File: config.mk
export PLATFORM = sky130hd
export DESIGN_NAME = bridge_req_arbiter
export DESIGN_NICKNAME = d
export VERILOG_FILES = /design/src/rtl/bridge_req_arbiter.sv
export SDC_FILE = /design/constraint.sdc
export NUM_CORES = 1
export LEC_CHECK = 0
export ABC_AREA = 0
export ABC_CLOCK_PERIOD_IN_PS = 2900
export BUFFER_PORTS_ARGS = -buffer_cell sky130_fd_sc_hd__buf_2
export CORE_AREA = 4 4 130 132
export DETAILED_ROUTE_END_ITERATION = 6
export DIE_AREA = 0 0 134 136
export PLACE_DENSITY = 0.76
export SLEW_MARGIN = 25
export SYNTH_ARGS = -nofsm -noshare
export SYNTH_HDL_FRONTEND = slang
export SYNTH_SLANG_ARGS = --single-unit
File: constraint.sdc
create_clock -name i_clk -period 2.9 [get_ports i_clk]
set_input_delay 0.145 -clock i_clk [delete_from_list [all_inputs] [get_ports i_clk]]
set_output_delay 0.145 -clock i_clk [all_outputs]
set_load 0.05 [all_outputs]
File: src/rtl/bridge_req_arbiter.sv
// bridge_req_arbiter: round-robin request arbiter with one-entry packet buffer and sleep handshake; BRIDGE_ARB_PRIO0_EN gives requester 0 strict priority.
module bridge_req_arbiter #(
  parameter int NUM_REQ      = 4,
  parameter int ADDR_WIDTH   = 32,
  parameter int DATA_WIDTH   = 32,
  parameter int PACKET_WIDTH = 66
) (
  input  logic                          i_clk,
  input  logic                          i_rst,
  input  logic [NUM_REQ-1:0]            i_req,
  input  logic [NUM_REQ-1:0]            i_rd0_wr1,
  input  logic [NUM_REQ*ADDR_WIDTH-1:0] i_addr,
  input  logic [NUM_REQ*DATA_WIDTH-1:0] i_wr_data,
  output logic [NUM_REQ-1:0]            o_ready,
  input  logic                          req_fifo_full,
  output logic                          req_fifo_wr_en,
  output logic [PACKET_WIDTH-1:0]       o_packet,
  output logic [$clog2(NUM_REQ)-1:0]    o_grant_id,
  input  logic                          i_sleep_req,
  output logic                          o_sleep_ack,
  output logic                          o_busy
);
  localparam int IW = $clog2(NUM_REQ);
  typedef enum logic [1:0] {RUN, DRAIN, SLEEP} state_t;
  state_t state, state_n;
  logic buf_valid, accept, upd_last;
  logic [IW-1:0] last_grant, rr_winner, winner, idx;
  logic [NUM_REQ-1:0] req_rr;
  logic [DATA_WIDTH-1:0] sel_data;
  // Scan offsets farthest-first so the nearest requester after last_grant overwrites the rest.
  always_comb begin
    req_rr = i_req;
`ifdef BRIDGE_ARB_PRIO0_EN
    req_rr[0] = 1'b0;
`endif
    rr_winner = '0;
    idx = '0;
    for (int i = NUM_REQ; i >= 1; i--) begin
      idx = IW'((int'(last_grant) + i) % NUM_REQ);
      rr_winner = req_rr[idx] ? idx : rr_winner;
    end
  end
`ifdef BRIDGE_ARB_PRIO0_EN
  assign winner   = i_req[0] ? '0 : rr_winner;
  assign upd_last = ~i_req[0];
`else
  assign winner   = rr_winner;
  assign upd_last = 1'b1;
`endif
  assign req_fifo_wr_en = buf_valid & ~req_fifo_full;
  assign o_busy         = buf_valid;
  assign accept   = ~i_rst & (state == RUN) & ~i_sleep_req & (|i_req) & (~buf_valid | req_fifo_wr_en);
  assign o_ready  = accept ? (NUM_REQ'(1) << winner) : '0;
  assign sel_data = i_rd0_wr1[winner] ? i_wr_data[int'(winner)*DATA_WIDTH +: DATA_WIDTH] : '0;
  always_comb begin
    state_n = state;
    case (state)
      RUN:     state_n = i_sleep_req ? DRAIN : RUN;
      DRAIN:   state_n = !i_sleep_req ? RUN : (!buf_valid ? SLEEP : DRAIN);
      SLEEP:   state_n = i_sleep_req ? SLEEP : RUN;
      default: state_n = RUN;
    endcase
  end
  always_ff @(posedge i_clk or posedge i_rst) begin
    if (i_rst) begin
      state       <= RUN;
      buf_valid   <= 1'b0;
      o_packet    <= '0;
      o_grant_id  <= '0;
      last_grant  <= IW'(NUM_REQ - 1);
      o_sleep_ack <= 1'b0;
    end else begin
      state       <= state_n;
      o_sleep_ack <= (state_n == SLEEP);
      if (accept) begin
        buf_valid  <= 1'b1;
        o_packet   <= {i_rd0_wr1[winner], 1'b1, i_addr[int'(winner)*ADDR_WIDTH +: ADDR_WIDTH], sel_data};
        o_grant_id <= winner;
        if (upd_last) last_grant <= winner;
      end else if (req_fifo_wr_en) begin
        buf_valid <= 1'b0;
      end
    end
  end
endmodule

# Word-level counts from Yosys, hierarchy flattened
# Index checks and enable logic that the tools add are counted.
[word_totals]
elab_cells = 57
register_bits = 74
inputBits = 268
output_inout_bits = 75
[classes]
shifts = 3
n_reduce_logical = 3
order_cmp = 5
n_addsub = 4
bitwise = 10
n_mux = 23
n_eq_ne = 3
[ops]
columns = ["op", "count"]
rows = [
  ["$shiftx A128 B8 Y32", 2],
  ["$mux W32", 1],
  ["$lt A2 B3 Y1 const B", 5],
  ["$mux W2", 7],
  ["$bmux W1 S2", 5],
  ["$mux W1", 8],
  ["$pmux W2 S3", 1],
  ["$and A1 B1 Y1", 5],
  ["$add A2 B1 Y2 const B", 2],
  ["$add A2 B2 Y2 const B", 2],
  ["$eq A2 B2 Y1 const B", 2],
  ["$mux W4", 1],
  ["$not A1 Y1", 4],
  ["$reduce_or A4 Y1", 1],
  ["$shl A1 B2 Y4 const A", 1],
  ["$eq A2 B1 Y1 const B", 1],
  ["$logic_not A2 Y1", 1],
  ["$reduce_bool A2 Y1", 1],
  ["$or A1 B1 Y1", 1],
]

# Depth between registers and ports, before layout
[depth]
word_depth = 10
depth_mapped = 8
depth_no_buf = 5

# Worst setup path before layout
# No wires, ideal clock.
[synth_timing]
kind = "reg2out"
startpoint = "register last_grant[0]"
endpoint = "output port o_ready[0]"
setup_slack_ps = 85
stages_incl_launch_ff = 7
arrival_ps = 2670
cell_sequence = "dfstp_2 and3b_1 o32a_1 buf_2 buf_2 clkbuf_1 nor3_1"
[synth_between]
elab_chain_cells = 9
word_cells_on_any_way = 18
classes_between = "add/sub: 4; shift: 1; mux: 13"
[synth_rtl]
columns = ["element", "line_no", "rtl"]
rows = [
  ["start, declared", "27", "logic [IW-1:0] last_grant, rr_winner, winner, idx;"],
  ["start signal, assigned", "70", "last_grant <= IW'(NUM_REQ - 1);"],
  ["start signal, assigned", "79", "if (upd_last) last_grant <= winner;"],
  ["$add A2 B1 Y2", "39", "idx = IW'((int'(last_grant) + i) % NUM_REQ);"],
  ["$bmux W1 S2", "40", "rr_winner = req_rr[idx] ? idx : rr_winner;"],
  ["$mux W1 (not written as such)", "40", ""],
  ["$mux W2 (3 in series)", "40", ""],
  ["$mux W2 (*)", "40", ""],
  ["$shl A1 B2 Y4 (*)", "53", "assign o_ready = accept ? (NUM_REQ'(1) << winner) : '0;"],
  ["$mux W4 (*)", "53", ""],
  ["end, declared", "14", "output logic [NUM_REQ-1:0] o_ready,"],
]
# Mark *: on every way between the ends. The rest lies on a longest branch, timed or not. The select of a mux whose other input is x is not followed.

# Worst setup path in the final report
[layout_timing]
startpoint = "register last_grant[1]"
endpoint = "register o_packet[36]"
[layout_between]
elab_chain_cells = 8
word_cells_on_any_way = 17
classes_between = "add/sub: 4; shift: 1; mux: 12"
[layout_rtl]
columns = ["element", "line_no", "rtl"]
rows = [
  ["$add A2 B1 Y2", "39", ""],
  ["$bmux W1 S2", "40", ""],
  ["$mux W1 (not written as such)", "40", ""],
  ["$mux W2 (3 in series)", "40", ""],
  ["$mux W2 (*)", "40", ""],
  ["$shiftx A128 B8 Y32 (*)", "77", "o_packet <= {i_rd0_wr1[winner], 1'b1, i_addr[int'(winner)*ADDR_WIDTH +: ADDR_WIDTH], sel_data};"],
  ["end signal, assigned", "77", ""],
  ["end, declared", "17", "output logic [PACKET_WIDTH-1:0] o_packet,"],
]
# Marked as above.
# A chain may end at the register's enable or synchronous reset.

==> impl_metrics.yaml <==
critical_path:
  critical_path_launch_point: "last_grant[1]"
  crit_arrival_ns: 2.75
  crit_path_max_fanout: 58
  timing.critical_path.cells: "and3b_1 -> o32a_2 -> buf_4 -> mux2i_1 -> mux2_2 -> o21ai_1"
  worst_r2r_startpoint: "last_grant[1]"
  crit_required_ns: 3.15
  critPathKind: "reg -> reg"
  timing.critical_path.slowest_stage_cell: "sky130_fd_sc_hd__buf_4"
  critical_path.endpoint_type: "register"
  crit_path_start_kind: "register"
  max_incr_delay_on_cp_ns: 0.70
  timing.critical_path.max_delay_family: "buffers and inverters"
  timing.critical_path.buf_inv: 1
global_route:
  globalRoute.totalOverflow: 0
  pin_count_of_the_biggest_net_entering_global_routing: 74
  number_of_global_route_vias_before_repair: 5100
  gr-usage-all-layers: 0.180
  grt_first_pass_wirelength_mm: 25.9
  grt_antenna_before_repair: 0
route:
  detailedRoute.firstIterationViolations: 183
  wl_per_cell_um: 16.3
  route.detailed.drc: 0
  detailedRoute.firstPassIterationCount: 4
  routed-via-count: 5163
  wl_mm: 17.3
  final_antenna_net_count: 0
  routed_via_density: 4.88
floorplan:
  dieHeight_um: 136
  placeableCoreArea_sq_um: 15700
  die-area_sq_um: 18200
  die_x_um: 134
  initial_utilization: 0.329
  top_level_ports: 343
  core.rowCount: 46
timing:
  final.period_utilization: 0.863
  fmax_ghz: 0.400
  rsz0062_at_grt: "false"
  final_hold_viol_count: 0
  final.min_clock_period_ns: 2.50
  skew_ns: 0.00793
  timing_max_transition_violations_final: 0
  setup_viol: 0
  postLayoutSetupSlackWorst_ns: 0.399
  worst_pin_slew_ns: 0.937
  tns_ns: 0
  worst_slew_margin_rel: 0.375
synthesis:
  postSynth.topFlopCell: "sky130_fd_sc_hd__dfrtp_1"
  synth_area_sq_um: 5170
  netlist-cell-type-count: 35
  ys_seq_elements: 74
  synth_enable_flop_cells: 0
  synth_nets: 792
  synth_warnings: 0
  yosysSeqAreaShare: 0.359
  synthArstFlopShare: 1.00
  post_synth.cell_area_avg_sq_um: 9.87
  synthCells: 524
place:
  detailed_place_hpwl_mm: 13.7
  port_buffers: 342
  place.gp.congestion: 0.775
  post-place-ws_ns: 0.421
  dpl_cell_area_sq_um: 7070
power_and_ir_drop:
  power-per-cell-area_nw_per_um2: 1040
  cellLeakagePower_nw: 3.84
  vdd.ir_drop.worst_mv: 0.594
  fin_total_pwr_mw: 7.73
cts:
  cts_buffers: 9
  cts_clk_pin_slew_worst_paths_ns: 0.06
  postCtsSetupRepairBufs: 0
  cts_tree: "built"
  clock_network_latency_to_the_later_pin_of_the_worst_skew_pair_ns: 0.33
  clock_sink_count: 74
  bufs_on_longest_clock_path: 2
  clock-root-buffer: "sky130_fd_sc_hd__clkbuf_16"
  post_cts_resized: 0
  h_tree_depth: 3
  cts_hold_repair.buffers: 1
worst_hold_path:
  hold_path.startpoint: "i_sleep_req"
  holdCritPathClass: "in -> reg"
final_layout:
  design_area_sq_um: 7410
  postLayoutCoreUtil: 0.472
  syn_to_layout_area_delta_pct: 43.3
  antennaDiodeCount: 0
  drive_above_1_share: 0.518
  layout_nets: 1106
run_status:
  run_status: "complete, no violations"
flow_run:
  max-cap-violations: 0
-- synth_stat cells, types with 2 or more instances --
cell type | number | area share
sky130_fd_sc_hd__buf_4 | 4 | 0.0058
sky130_fd_sc_hd__o21a_1 | 2 | 0.0029
sky130_fd_sc_hd__mux2i_1 | 67 | 0.13
sky130_fd_sc_hd__nand2b_1 | 3 | 0.0036
sky130_fd_sc_hd__and2_1 | 62 | 0.075
sky130_fd_sc_hd__clkbuf_1 | 32 | 0.023
sky130_fd_sc_hd__nor3_1 | 2 | 0.0019
sky130_fd_sc_hd__dfrtp_1 | 72 | 0.35
sky130_fd_sc_hd__nor2_1 | 5 | 0.0036
sky130_fd_sc_hd__buf_1 | 2 | 0.0015
sky130_fd_sc_hd__a21oi_1 | 4 | 0.0039
sky130_fd_sc_hd__mux2_2 | 33 | 0.072
sky130_fd_sc_hd__inv_1 | 4 | 0.0029
sky130_fd_sc_hd__dfstp_2 | 2 | 0.010
sky130_fd_sc_hd__o21ai_0 | 3 | 0.0029
sky130_fd_sc_hd__buf_6 | 3 | 0.0065
sky130_fd_sc_hd__a211oi_1 | 62 | 0.090
sky130_fd_sc_hd__o41ai_1 | 4 | 0.0068
sky130_fd_sc_hd__nand2_1 | 70 | 0.051
sky130_fd_sc_hd__buf_2 | 9 | 0.0087
sky130_fd_sc_hd__nor2b_1 | 5 | 0.0060
sky130_fd_sc_hd__o41ai_2 | 28 | 0.088
sky130_fd_sc_hd__o31a_1 | 2 | 0.0034
sky130_fd_sc_hd__o21ai_1 | 33 | 0.032
-- power breakdown --
part | leakage, nW | switching [mW] | internal (mW)
Sequential | 0.933 | 0.256 | 1.49
Clock | 0.155 | 0.425 | 0.801
Combinational | 2.75 | 3.24 | 1.52
-- layout make-up --
cell class | count | area [sq um]
Multi-Input combinational cell | 396 | 3090
Clock inverter | 4 | 75.1
Fill cell | 1484 | 8300
Sequential cell | 74 | 1850
Inverter | 4 | 16.3
Tap cell | 216 | 270
Clock buffer | 12 | 256
Timing Repair Buffer | 353 | 1850
-- per-stage QoR --
step | instances | hold WS, ns
3_5_place_dp | 1042 | 0.160
3_3_place_gp | 1042 | 0.155
4_1_cts | 1059 | 0.0456
5_1_grt | 1059 | 0.0595
2_1_floorplan | 524 | 0.267
6_report | 1059 | 0.0656
-- flip-flops by register name, indices dropped and copies added (netlist names) --
| name | cells |
|---|---|
| o_busy | 1 |
| o_grant_id | 2 |
| last_grant | 2 |
| state | 2 |
| o_packet | 66 |
| o_sleep_ack | 1 |
-- worst paths after layout --
check | to | slack [ns] | depth (start not counted)
worst min-delay path | state[1] | 0.07 | 2
worst max register to register | o_packet[36] | 0.40 | 6
max in group asynchronous | o_packet[39] | 1.85 | 4
worst max-delay path | o_packet[36] | 0.40 | 6
min in group asynchronous | o_sleep_ack | 0.36 | 3
worst min register to register | o_packet[21] | 0.47 | 2
-- worst register-to-register path, cell delays in order, from the launching register on --
cell                      delay [ns]
sky130_fd_sc_hd__dfstp_2        0.58
sky130_fd_sc_hd__and3b_1        0.24
sky130_fd_sc_hd__o32a_2         0.22
sky130_fd_sc_hd__buf_4          0.70
sky130_fd_sc_hd__mux2i_1        0.28
sky130_fd_sc_hd__mux2_2         0.30
sky130_fd_sc_hd__o21ai_1        0.11
-- cells in the final DEF (no fill, tap or decap), types with 2 or more instances in the layout --
| cell | instances |
|---|---|
| sky130_fd_sc_hd__o31a_1 | 2 |
| sky130_fd_sc_hd__nor3_1 | 2 |
| sky130_fd_sc_hd__clkbuf_8 | 2 |
| sky130_fd_sc_hd__nor2_1 | 4 |
| sky130_fd_sc_hd__buf_12 | 4 |
| sky130_fd_sc_hd__o21ai_1 | 33 |
| sky130_fd_sc_hd__clkbuf_16 | 9 |
| sky130_fd_sc_hd__dfrtp_1 | 72 |
| sky130_fd_sc_hd__a211oi_1 | 62 |
| sky130_fd_sc_hd__inv_1 | 3 |
| sky130_fd_sc_hd__and2_1 | 62 |
| sky130_fd_sc_hd__o21ai_0 | 3 |
| sky130_fd_sc_hd__dfstp_2 | 2 |
| sky130_fd_sc_hd__o41ai_2 | 28 |
| sky130_fd_sc_hd__nor2b_1 | 5 |
| sky130_fd_sc_hd__buf_2 | 342 |
| sky130_fd_sc_hd__bufinv_16 | 2 |
| sky130_fd_sc_hd__nand2b_1 | 2 |
| sky130_fd_sc_hd__nand2_1 | 70 |
| sky130_fd_sc_hd__o21a_1 | 2 |
| sky130_fd_sc_hd__a21oi_1 | 4 |
| sky130_fd_sc_hd__buf_4 | 6 |
| sky130_fd_sc_hd__mux2i_1 | 67 |
| sky130_fd_sc_hd__clkinvlp_4 | 2 |
| sky130_fd_sc_hd__mux2_2 | 33 |
| sky130_fd_sc_hd__o41ai_1 | 4 |
-- layer usage --
layer	GRT usage	share of wire	up-vias
li1	-	-	2555
met1	0.207	0.39	2345
met2	0.320	0.50	238
met3	0.0429	0.085	25
met4	0.0749	0.026	0
met5	0	0	-
-- cell families after synthesis --
family / count (synthesis) / share of synthesized area
and+or+nand+nor: 151 / 0.147
buffers and inverters: 54 / 0.0486
AOI/OAI and AO/OA: 145 / 0.245
DFF: 74 / 0.359
muxes: 100 / 0.202
Power figures use the tool's default switching activity.
